`config.mk`:
```
export PLATFORM = sky130hd
export DESIGN_NAME = weight_fetch_ctrl_flat
export DESIGN_NICKNAME = d
export VERILOG_FILES = /design/src/rtl/weight_fetch_ctrl_pkg.sv /design/src/rtl/weight_fetch_ctrl_if.sv /design/src/rtl/weight_pack_reg.sv /design/src/rtl/weight_fetch_ctrl.sv /design/src/flat_wrapper.sv
export SDC_FILE = /design/constraint.sdc
export NUM_CORES = 1
export LEC_CHECK = 0
export BUFFER_PORTS_ARGS = -buffer_cell sky130_fd_sc_hd__buf_2
export CAP_MARGIN = 20
export CORE_ASPECT_RATIO = 0.6
export CORE_MARGIN = 3
export CORE_UTILIZATION = 30
export DETAILED_ROUTE_END_ITERATION = 8
export PLACE_DENSITY = 0.57
export SLEW_MARGIN = 20
export SYNTH_ARGS = -nofsm -noshare
export SYNTH_HDL_FRONTEND = slang
export SYNTH_SLANG_ARGS = --single-unit
export TNS_END_PERCENT = 100
```
`constraint.sdc`:
```
create_clock -name clk -period 2.64 [get_ports clk]
set_input_delay 0.264 -clock clk [delete_from_list [all_inputs] [get_ports clk]]
set_output_delay 0.264 -clock clk [all_outputs]
set_load 0.02 [all_outputs]
```
`src/rtl/weight_fetch_ctrl_pkg.sv`:
```
// Shared constants, state encoding and address helper for the kernel weight fetch controller.
// Optional kernel-sum output is enabled with WFETCH_SUM_EN.
package weight_fetch_ctrl_pkg;

    localparam int unsigned KSIZE       = 9;
    localparam int unsigned NUM_KERNELS = 3;
    localparam int unsigned BASE_ADDR   = 0;
    localparam int unsigned AW          = 8;
    localparam int unsigned DW          = 8;
    localparam int unsigned KW          = KSIZE * DW;
    localparam int unsigned CW          = $clog2(KSIZE);
    localparam int unsigned SW          = DW + 4;

    typedef enum logic [1:0] {
        StIdle,
        StFetch,
        StHold
    } state_e;

    function automatic logic [AW-1:0] kernel_base(input logic [1:0] idx);
        return AW'(BASE_ADDR + 32'(idx) * KSIZE);
    endfunction

endpackage

```
`src/rtl/weight_fetch_ctrl_if.sv`:
```
// Control, ROM read and kernel-stream signals of the weight fetch controller.
// kern_sum exists only when WFETCH_SUM_EN is defined.
interface weight_fetch_ctrl_if;
    import weight_fetch_ctrl_pkg::*;

    logic          start;
    logic [1:0]    kernel_idx;
    logic          busy;
    logic          idx_err;
    logic [AW-1:0] rom_addr;
    logic          rom_en;
    logic [DW-1:0] rom_data;
    logic [KW-1:0] kern_data;
    logic          kern_valid;
    logic          kern_ready;
`ifdef WFETCH_SUM_EN
    logic [SW-1:0] kern_sum;
`endif

    modport master (
        input  start, kernel_idx, rom_data, kern_ready,
`ifdef WFETCH_SUM_EN
        output kern_sum,
`endif
        output busy, idx_err, rom_addr, rom_en, kern_data, kern_valid
    );

    modport slave (
        output start, kernel_idx, rom_data, kern_ready,
`ifdef WFETCH_SUM_EN
        input  kern_sum,
`endif
        input  busy, idx_err, rom_addr, rom_en, kern_data, kern_valid
    );

endinterface

```
`src/rtl/weight_pack_reg.sv`:
```
// Byte-slot register: writes din into slot sel when load is set; clr zeroes every slot.
module weight_pack_reg #(
    parameter int unsigned Slots = 9,
    parameter int unsigned Width = 8
) (
    input  logic                     clk,
    input  logic                     clr,
    input  logic                     load,
    input  logic [$clog2(Slots)-1:0] sel,
    input  logic [Width-1:0]         din,
    output logic [Slots*Width-1:0]   data
);

    always_ff @(posedge clk) begin
        if (clr) begin
            data <= '0;
        end else if (load) begin
            data[sel*Width +: Width] <= din;
        end
    end

endmodule

```
`src/rtl/weight_fetch_ctrl.sv`:
```
// Fetches one kernel of KSIZE weights from the combinational weight ROM and offers it as one vector.
// Define WFETCH_SUM_EN to add the kern_sum accumulator output.
module weight_fetch_ctrl
    import weight_fetch_ctrl_pkg::*;
(
    input  logic                clk,
    input  logic                rst,
    weight_fetch_ctrl_if.master bus
);

    state_e        state_q, state_d;
    logic [CW-1:0] cnt_q, cnt_d;
    logic [AW-1:0] addr_q, addr_d;
    logic          en_q, en_d;
    logic          valid_q, valid_d;
    logic          err_q, err_d;
    logic          accept;
    logic          load;

    always_comb begin
        state_d = state_q;
        cnt_d   = cnt_q;
        addr_d  = addr_q;
        en_d    = en_q;
        valid_d = valid_q;
        err_d   = 1'b0;
        accept  = 1'b0;
        load    = 1'b0;
        case (state_q)
            StIdle: begin
                if (bus.start) begin
                    if (32'(bus.kernel_idx) < NUM_KERNELS) begin
                        accept  = 1'b1;
                        state_d = StFetch;
                        addr_d  = kernel_base(bus.kernel_idx);
                        en_d    = 1'b1;
                        cnt_d   = '0;
                    end else begin
                        err_d = 1'b1;
                    end
                end
            end
            StFetch: begin
                // ROM is combinational: the word for addr_q is present at this edge.
                load   = 1'b1;
                addr_d = addr_q + AW'(1);
                if (cnt_q == CW'(KSIZE - 1)) begin
                    cnt_d   = '0;
                    en_d    = 1'b0;
                    valid_d = 1'b1;
                    state_d = StHold;
                end else begin
                    cnt_d = cnt_q + CW'(1);
                end
            end
            StHold: begin
                if (bus.kern_ready) begin
                    valid_d = 1'b0;
                    state_d = StIdle;
                end
            end
            default: state_d = StIdle;
        endcase
    end

    always_ff @(posedge clk) begin
        if (!rst) begin
            state_q <= StIdle;
            cnt_q   <= '0;
            addr_q  <= '0;
            en_q    <= 1'b0;
            valid_q <= 1'b0;
            err_q   <= 1'b0;
        end else begin
            state_q <= state_d;
            cnt_q   <= cnt_d;
            addr_q  <= addr_d;
            en_q    <= en_d;
            valid_q <= valid_d;
            err_q   <= err_d;
        end
    end

    // Slots are cleared when a fetch starts so an aborted fetch leaves no stale mix behind.
    weight_pack_reg #(
        .Slots(KSIZE),
        .Width(DW)
    ) u_pack (
        .clk (clk),
        .clr (!rst || accept),
        .load(load),
        .sel (cnt_q),
        .din (bus.rom_data),
        .data(bus.kern_data)
    );

`ifdef WFETCH_SUM_EN
    logic [SW-1:0] sum_q;

    always_ff @(posedge clk) begin
        if (!rst) begin
            sum_q <= '0;
        end else if (accept) begin
            sum_q <= '0;
        end else if (load) begin
            sum_q <= sum_q + SW'(bus.rom_data);
        end
    end

    assign bus.kern_sum = sum_q;
`endif

    assign bus.rom_addr   = addr_q;
    assign bus.rom_en     = en_q;
    assign bus.kern_valid = valid_q;
    assign bus.idx_err    = err_q;
    assign bus.busy       = (state_q != StIdle);

endmodule

```
`src/flat_wrapper.sv`:
```
// flat-port wrapper written by rule: the top's interface ports become plain ports
module weight_fetch_ctrl_flat import weight_fetch_ctrl_pkg::*;
  (clk, rst, bus_start, bus_kernel_idx, bus_rom_data, bus_kern_ready, bus_busy, bus_idx_err, bus_rom_addr, bus_rom_en, bus_kern_data, bus_kern_valid);
  weight_fetch_ctrl_if bus_i ();
  input  logic clk;
  input  logic rst;
  input wire logic [$bits(bus_i.start)-1:0] bus_start;
  input wire logic [$bits(bus_i.kernel_idx)-1:0] bus_kernel_idx;
  input wire logic [$bits(bus_i.rom_data)-1:0] bus_rom_data;
  input wire logic [$bits(bus_i.kern_ready)-1:0] bus_kern_ready;
  output wire logic [$bits(bus_i.busy)-1:0] bus_busy;
  output wire logic [$bits(bus_i.idx_err)-1:0] bus_idx_err;
  output wire logic [$bits(bus_i.rom_addr)-1:0] bus_rom_addr;
  output wire logic [$bits(bus_i.rom_en)-1:0] bus_rom_en;
  output wire logic [$bits(bus_i.kern_data)-1:0] bus_kern_data;
  output wire logic [$bits(bus_i.kern_valid)-1:0] bus_kern_valid;
  assign bus_i.start = bus_start;
  assign bus_i.kernel_idx = bus_kernel_idx;
  assign bus_i.rom_data = bus_rom_data;
  assign bus_i.kern_ready = bus_kern_ready;
  assign bus_busy = bus_i.busy;
  assign bus_idx_err = bus_i.idx_err;
  assign bus_rom_addr = bus_i.rom_addr;
  assign bus_rom_en = bus_i.rom_en;
  assign bus_kern_data = bus_i.kern_data;
  assign bus_kern_valid = bus_i.kern_valid;
  weight_fetch_ctrl u_core (.clk(clk), .rst(rst), .bus(bus_i));
endmodule
```
* After elaboration in Yosys (flattened, before gate mapping) *
Index checks and enable logic that the tools add are counted.

word-level totals
  input port bits = 14
  register bits = 89
  output and inout bits = 84

operators by class
  multiply operators = 1
  equal/unequal tests = 7
  reduce and logical (&&, ||, !) cells = 11
  shift operators = 2
  add/subtract/negate cells = 3
  magnitude comparators = 1
  multiplexer cells = 25

operators by type and width
  kind                     number
  $bwmux 72                1
  $shift 8x34->72 const A  1
  $shiftx 8x34->72         1
  $neg 7->34               1
  $mux 8                   2
  $pmux 8 s2               1
  $mux 4                   3
  $mux 1                   10
  $reduce_and 3->1         3
  $add 8x1->8 const B      1
  $mux 2                   4
  $pmux 4 s2               1
  $reduce_and 4->1         2
  $mul 2x4->6 const B      1
  $pmux 2 s3               1
  $reduce_bool 2->1        3
  $add 4x1->4 const B      1
  $eq 4x4->1 const B       1
  $ne 2x1->1 const B       2
  $ne 2x2->1 const B       2
  $pmux 1 s2               2
  $eq 2x1->1 const B       1
  $eq 2x2->1 const B       1
  $logic_not 2->1          1
  other kinds (3)          3

* Depth between registers and ports, before layout *
Gate-level depths: netlist (run 1).

  depth in word-level cells = 5
  depth in mapped cells = 9

* Hierarchy *
From an unflattened synthesis (run 1), not the netlist that was laid out.

second synthesis, totals
  cell total of the unflattened synthesis = 395
  area, all modules = 3842.4 um^2

modules (own cells, without submodules)
  module             instances  cells each  area each (um^2)
  weight_pack_reg    1          294         3005.4
  weight_fetch_ctrl  1          101         837.1

* Worst setup path before layout (run 1) *
Ideal clock, no wire load.

  path kind = reg-to-reg
  start = register u_core.cnt_q[3]
  end = register u_core.u_pack.data[49]
  arrival = 1.967 ns
  buffers on the path = 2
  setup time = 0.119 ns
  slack = 0.553 ns
  stages on the path, launching flop included = 9
  path through = dfxtp_1 clkbuf_1 inv_1 ha_1 nand4bb_4 buf_6 a211oi_4 mux2i_1 nor2_2

between the ends
  cells in the longest elaborated chain, start to end = 3

RTL lines
  element                                                     RTL line                 text
  start, declared                                             weight_fetch_ctrl.sv:12  logic [CW-1:0] cnt_q, cnt_d;
  start signal, assigned                                      weight_fetch_ctrl.sv:76  cnt_q <= cnt_d;
  $neg 7->34 *                                                weight_pack_reg.sv:18    data[sel*Width +: Width] <= din;
  $shiftx 8x34->72 / $shift 8x34->72 (equally long branches)  weight_pack_reg.sv:18
  $bwmux 72 *                                                 weight_pack_reg.sv:18
  end signal, assigned by index                               weight_pack_reg.sv:18
  end, declared                                               weight_pack_reg.sv:11    output logic [Slots*Width-1:0] data

Every way passes the cells marked *; elsewhere a longest branch is shown, timed or not.
A chain may end at the register's enable or synchronous reset.

* Worst setup path in the final report (run 1) *
  start = register u_core.cnt_q[0]
  end = register u_core.u_pack.data[52]

The elaborated chain is that of the path after synthesis.

==> summary.txt, run 1 <==
Synth
  • Seq/Total Area, Yosys: roughly 47%
  • Yosys warning count: 0
  • Yosys reg bits: 89
  • Post-synth EDFFs: 0
  • Syn Area/Cell: 9.90 um^2
  • Async set or reset register ratio after synthesis: 0%
  • Synthesized Nets: about 400
  • Top_reg_cell synth: dfxtp_1
  • Netlist Area Pre-Place: between 3000 and 4000 um^2
  • Mapped Cells: 383
  • Library cells used by synthesis: 50

Global routing
  • GRT busiest layer: met2
  • M1 GR Usage: 21.1%
  • M2 GR Usage: 21.7%
  • Vias in the first global route: ~3,000
  • GR Overflow Total: 0
  • Tot GR Track Use: 15.0%
  • Met3 GRT Util: 5.18%
  • Initial antenna violation count: 0
  • First-pass GRT wire length: 16.2 mm
  • Largest net degree at the start of global routing: 38

Worst hold path
  • Hold endpoint: u_core.bus.rom_addr[4]$_SDFFE_PN0P_
  • Worst Hold Class: in -> reg
  • Startpoint of the worst hold path: bus_kernel_idx[1]
  • Worst hold path depth: 2

Clock network
  • CTS tree: yes
  • Clock Path Buffers: 2
  • Postcts setup bufs: 0
  • Worst skew pair latency: between 0.3 and 0.4 ns
  • Number of CTS-inserted buffers: 9
  • Number of clock sinks: 89
  • H-tree levels: 3
  • Root buffer selected by CTS: clkbuf_16
  • Clock-pin slew on the worst setup and hold paths: roughly 0.06 ns
  • CTS Hold Buffers Added: 0
  • Cts repair resizes: 0

Critical path
  • Crit-path leading delay family: compound AO/OA/AOI/OAI gates
  • CP startpoint: u_core.cnt_q[0]$_SDFFE_PN0P_
  • FF-to-FF End: u_core.u_pack.data[52]$_SDFFE_PP0P_
  • Max FO, Critical Path: 12
  • Worst Path Required: 2.86 ns
  • R2R Setup Slk: 0.31 ns
  • Critical path cell sequence: nor3_1 > ha_1 > nand4bb_4 > a211oi_4 > mux2i_1 > nor2_2
  • CP peak stage delay: 0.64 ns
  • Crit Reg-Reg Startpoint: u_core.cnt_q[0]$_SDFFE_PN0P_
  • R2R depth: 6
  • Worst path arrival time: 2.55 ns
  • CP Buf/Inv Count: 0
  • CP startpoint kind: flop
  • Crit Path Class: reg -> reg
  • Worst Setup End Kind: flop
  • Critical-path top delay cell: a211oi_4

Die
  • Initial Util: between 30% and 40%
  • DIE AREA: 14,100 um^2
  • I/O pin count: 98
  • Die span in x: roughly 150 um
  • Rows: 31
  • Core footprint: approximately 12,000 um^2
  • Chip Height: 93.1 um

Detailed routing
  • DRT antenna net count: 0
  • Via count: 3,128
  • # DRC: 0
  • Number of DRC markers in iteration 0: 114
  • Wire per inst: ~16 um
  • Drt via density: 4.82
  • First-pass DRT Iterations: 4
  • Final wirelength: 10.5 mm

Cells and area
  • Non-filler cells, final: 649
  • Synth-to-Final Area Change: 24.8%
  • Fillers: 1,240
  • Final Core Density: 38.8%
  • Final nets: about 500
  • Layout cell share with drive strength beyond 1: about 30%
  • Antenna fix cells: 0
  • Most common cell after layout, fill and taps aside: buf_2
  • Most frequent cells in the layout: buf_2 (97), dfxtp_1 (89), mux2i_1 (40), nor2_1 (40), nand2_1 (26)

Timing
  • Fmax: 429 MHz
  • Hold Fails Final Rpt: 0
  • Sum Neg Setup Slack: 0 ns
  • Max Slew Vio Count: 0
  • Worst Tran Pin Value: 0.773 ns
  • Worst Setup Slack, final: 0.308 ns
  • Worst Clk Skew: around 0.0053 ns
  • Min Clock Period, post-route: approximately 2.3 ns
  • Worst slew margin: between 40% and 50%
  • Fin crit share: 88.3%
  • RSZ-0062 raised after global routing: false
  • Final setup vio count: 0

Placed design
  • GPL Wtd Cong: 0.810
  • Dpl ws: around 0.30 ns
  • PortBufs: 97
  • Post-placement cell count: 633
  • DPL Wire Length: 7.76 mm

Job
  • Maxcap violations: 0

Status
  • Outcome: finished, final reports clean

Pwr
  • Power Density: between 600 and 700 nW/um^2
  • Peak supply drop: 250 uV
  • P_leak: 2.01 nW
## how the worst max path moves through the flow
stage | endpoint | slack [ns] | cells after the start
2_1_floorplan | u_core.u_pack.data[49]$_SDFFE_PP0P_ | 0.55 | 8
5_1_grt | u_core.u_pack.data[53]$_SDFFE_PP0P_ | 0.11 | 6
3_3_place_gp | u_core.u_pack.data[50]$_SDFFE_PP0P_ | 0.40 | 6
3_5_place_dp | u_core.u_pack.data[55]$_SDFFE_PP0P_ | 0.30 | 6
4_1_cts | u_core.u_pack.data[51]$_SDFFE_PP0P_ | 0.29 | 6
6_report | u_core.u_pack.data[52]$_SDFFE_PP0P_ | 0.31 | 6
## where the power goes
| part | internal [mW] | leakage [nW] | total, mW | switching [mW] |
|---|---|---|---|---|
| sequential | 1.36 | 0.718 | 1.38 | 0.0206 |
| clock | 0.738 | 0.149 | 1.24 | 0.499 |
| combinational | 0.0776 | 1.15 | 0.244 | 0.167 |
## metal layers
metal | vias to the layer above | part of all wire, %
met5 | - | 0
met2 | 86 | 42
met3 | 11 | 7.3
met4 | 0 | 0.72
met1 | 1488 | 50
li1 | 1543 | -
## cell type report
| class | instances | area [um^2] | area share, % |
|---|---|---|---|
| Multi-Input combinational cell | 267 | 1880 | 39.7 |
| Sequential cell | 89 | 1780 | 37.7 |
| Timing Repair Buffer | 105 | 546 | 11.5 |
| Clock buffer | 14 | 284 | 6.01 |
| Tap cell | 165 | 206 | 4.37 |
| Inverter | 7 | 26.3 | 0.556 |
| Clock inverter | 2 | 10.0 | 0.212 |
## per-stage QoR
step	total power [mW]	hold slack, ns	cell area (um^2)
2_1_floorplan	1.57	0.390	3790
3_3_place_gp	1.65	0.442	4440
3_5_place_dp	1.65	0.445	4440
4_1_cts	2.89	0.219	4730
5_1_grt	2.97	0.223	4730
6_report	2.86	0.232	4730
## cells in the mapped netlist (2+ instances only)
| cell | number | area share (%) |
|---|---|---|
| or3_1 | 2 | 0.33 |
| a211oi_2 | 2 | 0.66 |
| and2_1 | 3 | 0.50 |
| buf_6 | 3 | 0.89 |
| a21boi_0 | 5 | 0.99 |
| a22o_1 | 16 | 3.7 |
| and3b_1 | 2 | 0.46 |
| nor3b_2 | 2 | 0.66 |
| dfxtp_1 | 89 | 47 |
| nand2_1 | 26 | 2.6 |
| and3_1 | 17 | 2.8 |
| nor2_2 | 10 | 1.7 |
| nor2_1 | 40 | 4.0 |
| inv_1 | 7 | 0.69 |
| clkbuf_1 | 10 | 0.99 |
| nor2b_1 | 4 | 0.66 |
| a21oi_1 | 24 | 3.2 |
| a211o_1 | 2 | 0.46 |
| nand2b_1 | 5 | 0.83 |
| buf_2 | 7 | 0.92 |
| nand3_1 | 19 | 2.5 |
| nor3_1 | 5 | 0.66 |
| o21ai_0 | 8 | 1.1 |
| a211oi_4 | 2 | 1.1 |
| a31oi_1 | 2 | 0.33 |
| ha_1 | 4 | 1.3 |
| nor4_4 | 4 | 2.2 |
| mux2i_1 | 40 | 11 |
| o21a_1 | 2 | 0.40 |
## state kept, by name (all words and copies together), names as in the netlist
name	count
u_core.bus.idx_err	1
u_core.bus.kern_valid	1
u_core.bus.rom_en	1
u_core.u_pack.data	72
u_core.cnt_q	4
u_core.bus.rom_addr	8
u_core.state_q	2
## kinds of logic (layout without fill, tap and decap cells)
kind of cell               Yosys count  after routing  share of synthesized area [%]
and+or+nand+nor                    148            148                           22.4
muxes                               40             40                           10.6
buffers and inverters               27            128                           3.50
AOI/OAI and AO/OA                   72             72                           14.1
xor gates and xnor gates             3              3                           1.19
adders and majority gates            4              4                           1.32
DFF                                 89             89                           47.0
Power figures use the tool's default switching activity.
==> run 2, diff against run 1 <==
--- a/config.mk
+++ b/config.mk
@@ -15,5 +15,6 @@
 export SLEW_MARGIN = 20
 export SYNTH_ARGS = -nofsm -noshare
 export SYNTH_HDL_FRONTEND = slang
+export SYNTH_HIERARCHICAL = 1
 export SYNTH_SLANG_ARGS = --single-unit
 export TNS_END_PERCENT = 100
==> run 2 against run 1 <==
  * Clock skew rose by 0.0037 ns
  * Worst setup slack worse by 0.081 ns
  * Fmax shrank 3.4%
  * Die area is 1.3% higher
  * Critical path type unchanged
  * Critical endpoint is now u_core/u_pack/data[54]$_SDFFE_PP0P_
  * Largest cell class unchanged
==> summary.txt, run 2 <==
Status
  • Outcome: finished, final reports clean

Synth
  • Top_reg_cell synth: dfxtp_1
  • Yosys reg bits: 89
  • Most common cell in the netlist: dfxtp_1
  • Async set or reset register ratio after synthesis: 0%
  • Netlist Area Pre-Place: 3840 um^2
  • Yosys top cell by area: dfxtp_1
  • Synthesized Nets: slightly above 400
  • Seq/Total Area, Yosys: 46.4%
  • Synth cell count leaders: dfxtp_1 (89), mux2i_1 (54), nor2_1 (47)
  • Yosys warning count: 6
  • Top-area cell type share of the netlist area: 46.4%
  • Library cells used by synthesis: 51
  • Syn Area/Cell: 9.73 um^2
  • Mapped Cells: 395
  • Post-synth EDFFs: 0
  • Synth top area cells: dfxtp_1 (46%), mux2i_1 (14%), nand2b_1 (5.0%)

Global routing
  • Vias in the first global route: around 3,000
  • Largest net degree at the start of global routing: 85
  • Initial antenna violation count: 0
  • Tot GR Track Use: 14.6%
  • GR Overflow Total: 0
  • First-pass GRT wire length: 16.5 mm

Cells and area
  • Antenna fix cells: 0
  • Final instance area: 4820 um^2
  • Most frequent cells in the layout: buf_2 (97), dfxtp_1 (89), mux2i_1 (54), nor2_1 (47), nand2b_1 (31)
  • Multi-input logic area: 1900 um^2
  • Final Core Density: 39.2%
  • Final nets: 510
  • Biggest register: u_core/u_pack/data
  • FF+latch area: 1780 um^2
  • Synth-to-Final Area Change: 25.5%
  • Max reg flops: 72
  • Non-filler cells, final: 661
  • Most common cell after layout, fill and taps aside: buf_2
  • Fillers: 1,230
  • Layout cell share with drive strength beyond 1: 29.0%

Pwr
  • Power Density: 588 nW/um^2
  • P_leak: 2.22 nW
  • Peak supply drop: 346 uV

Timing
  • Worst Tran Pin Value: approximately 0.8 ns
  • Final setup vio count: 0
  • Max Slew Vio Count: 0
  • Worst slew margin: 46.9%
  • Sum Neg Setup Slack: 0 ns
  • Hold slack final: 0.192 ns
  • Fin crit share: just over 90%
  • Fmax: ~410 MHz
  • Hold Fails Final Rpt: 0
  • Worst Clk Skew: 0.00903 ns
  • Min Clock Period, post-route: 2.41 ns
  • RSZ-0062 raised after global routing: false

Die
  • I/O pin count: approximately 100
  • Initial Util: ~31%
  • Core footprint: 12,300 um^2
  • Chip Height: roughly 94 um
  • Rows: 31
  • DIE AREA: 14,200 um^2
  • Die span in x: 152 um

Critical path
  • CP startpoint kind: flop
  • Worst path arrival time: 2.60 ns
  • Crit Path Class: reg -> reg
  • Critical path cell sequence: inv_1 > ha_1 > nand2b_4 > a2111oi_2 > buf_4 > nand2b_1 > a21oi_1
  • Max FO, Critical Path: 11
  • Worst Path Required: 2.82 ns
  • CP peak stage delay: 0.59 ns
  • Crit Reg-Reg Startpoint: u_core/cnt_q[0]$_SDFFE_PN0P_
  • Critical-path top delay cell: dfxtp_1
  • Crit-path leading delay family: flip-flops
  • Worst Setup End Kind: flop
  • CP Buf/Inv Count: 2
  • CP startpoint: u_core/cnt_q[0]$_SDFFE_PN0P_

Placed design
  • Post-DP Area: about 4500 um^2
  • Post-placement cell count: 645
  • DPL Wire Length: 7.46 mm
  • PortBufs: 97
  • GPL Wtd Cong: 0.878

Clock network
  • Cts repair resizes: 0
  • Worst skew pair latency: 0.34 ns
  • Number of CTS-inserted buffers: 9
  • Postcts setup bufs: 0
  • Number of clock sinks: 89
  • Clock Path Buffers: 2
  • Clock-pin slew on the worst setup and hold paths: around 0.06 ns
  • Root buffer selected by CTS: clkbuf_16
  • H-tree levels: 3
  • CTS tree: yes
  • CTS Hold Buffers Added: 0

Detailed routing
  • Wire per inst: 15.8 um
  • First-pass DRT Iterations: 4
  • # DRC: 0
  • DRT antenna net count: 0
  • Final wirelength: 10.4 mm
  • Via count: 3,169
  • Number of DRC markers in iteration 0: 181
  • Drt via density: about 4.8

Worst hold path
  • Worst Hold Class: in -> reg
  • Startpoint of the worst hold path: bus_start

Job
  • Maxcap violations: 0
run 2: final cells by class:
cell class / instances / share of cell area (%)
clock buffer: 10 / 4.95
inverter: 13 / 1.01
multi-input combinational: 266 / 39.4
timing repair buffer: 112 / 12.4
tap: 165 / 4.28
sequential: 89 / 36.9
clock inverter: 6 / 1.01
run 2: kinds of logic (layout without fill, tap and decap cells):
family                   count (synthesis)  after routing  share of synthesized area [%]
XOR/XNOR                                 3              3                          0.684
adder cells (fa/ha/maj)                  5              5                           1.63
buffers and inverters                   40            141                           4.23
flip-flops                              89             89                           46.4
AND/OR/NAND/NOR                        149            149                           21.7
AO/OA/AOI/OAI                           55             55                           11.3
multiplexers                            54             54                           14.1
run 2: worst reg2reg max path, stage by stage (launching register included):
cell and delay (ns):
dfxtp_1 0.59, inv_1 0.18, ha_1 0.33, nand2b_4 0.22, a2111oi_2 0.52, buf_4 0.25
nand2b_1 0.12, a21oi_1 0.06
run 2: path summary, 6_finish.rpt:
check / cells after the start / end / slack (ns)
worst max-delay path: 7 / u_core/u_pack/data[54]$_SDFFE_PP0P_ / 0.23
worst min-delay path: 3 / u_core/bus.idx_err$_SDFF_PN0_ / 0.19
worst max register to register: 7 / u_core/u_pack/data[54]$_SDFFE_PP0P_ / 0.23
worst min register to register: 2 / u_core/bus.kern_valid$_SDFFE_PN0P_ / 0.47
run 2: power breakdown:
part / internal, mW / leakage (nW) / total [mW] / switching (mW)
clock: 0.674 / 0.132 / 1.22 / 0.548
combinational: 0.0828 / 1.37 / 0.239 / 0.157
sequential: 1.36 / 0.718 / 1.38 / 0.0174
run 2: per-layer routing:
metal | wire [um] | global-route usage [%] | share of wire (%) | vias up
met5 | 0 | 0 | 0 | -
met3 | 978 | 6.26 | 9.4 | 4
met2 | 4110 | 19.7 | 39 | 102
met4 | 59 | 3.14 | 0.57 | 0
li1 | - | - | - | 1576
met1 | 5260 | 21.3 | 51 | 1487
run 2: stage by stage:
| stage | setup slack, ns | power, mW |
|---|---|---|
| 2_1_floorplan | 0.449 | 1.57 |
| 6_report | 0.228 | 2.84 |
| 4_1_cts | 0.281 | 2.89 |
| 3_3_place_gp | 0.358 | 1.64 |
| 5_1_grt | 0.0760 | 2.96 |
| 3_5_place_dp | 0.295 | 1.65 |
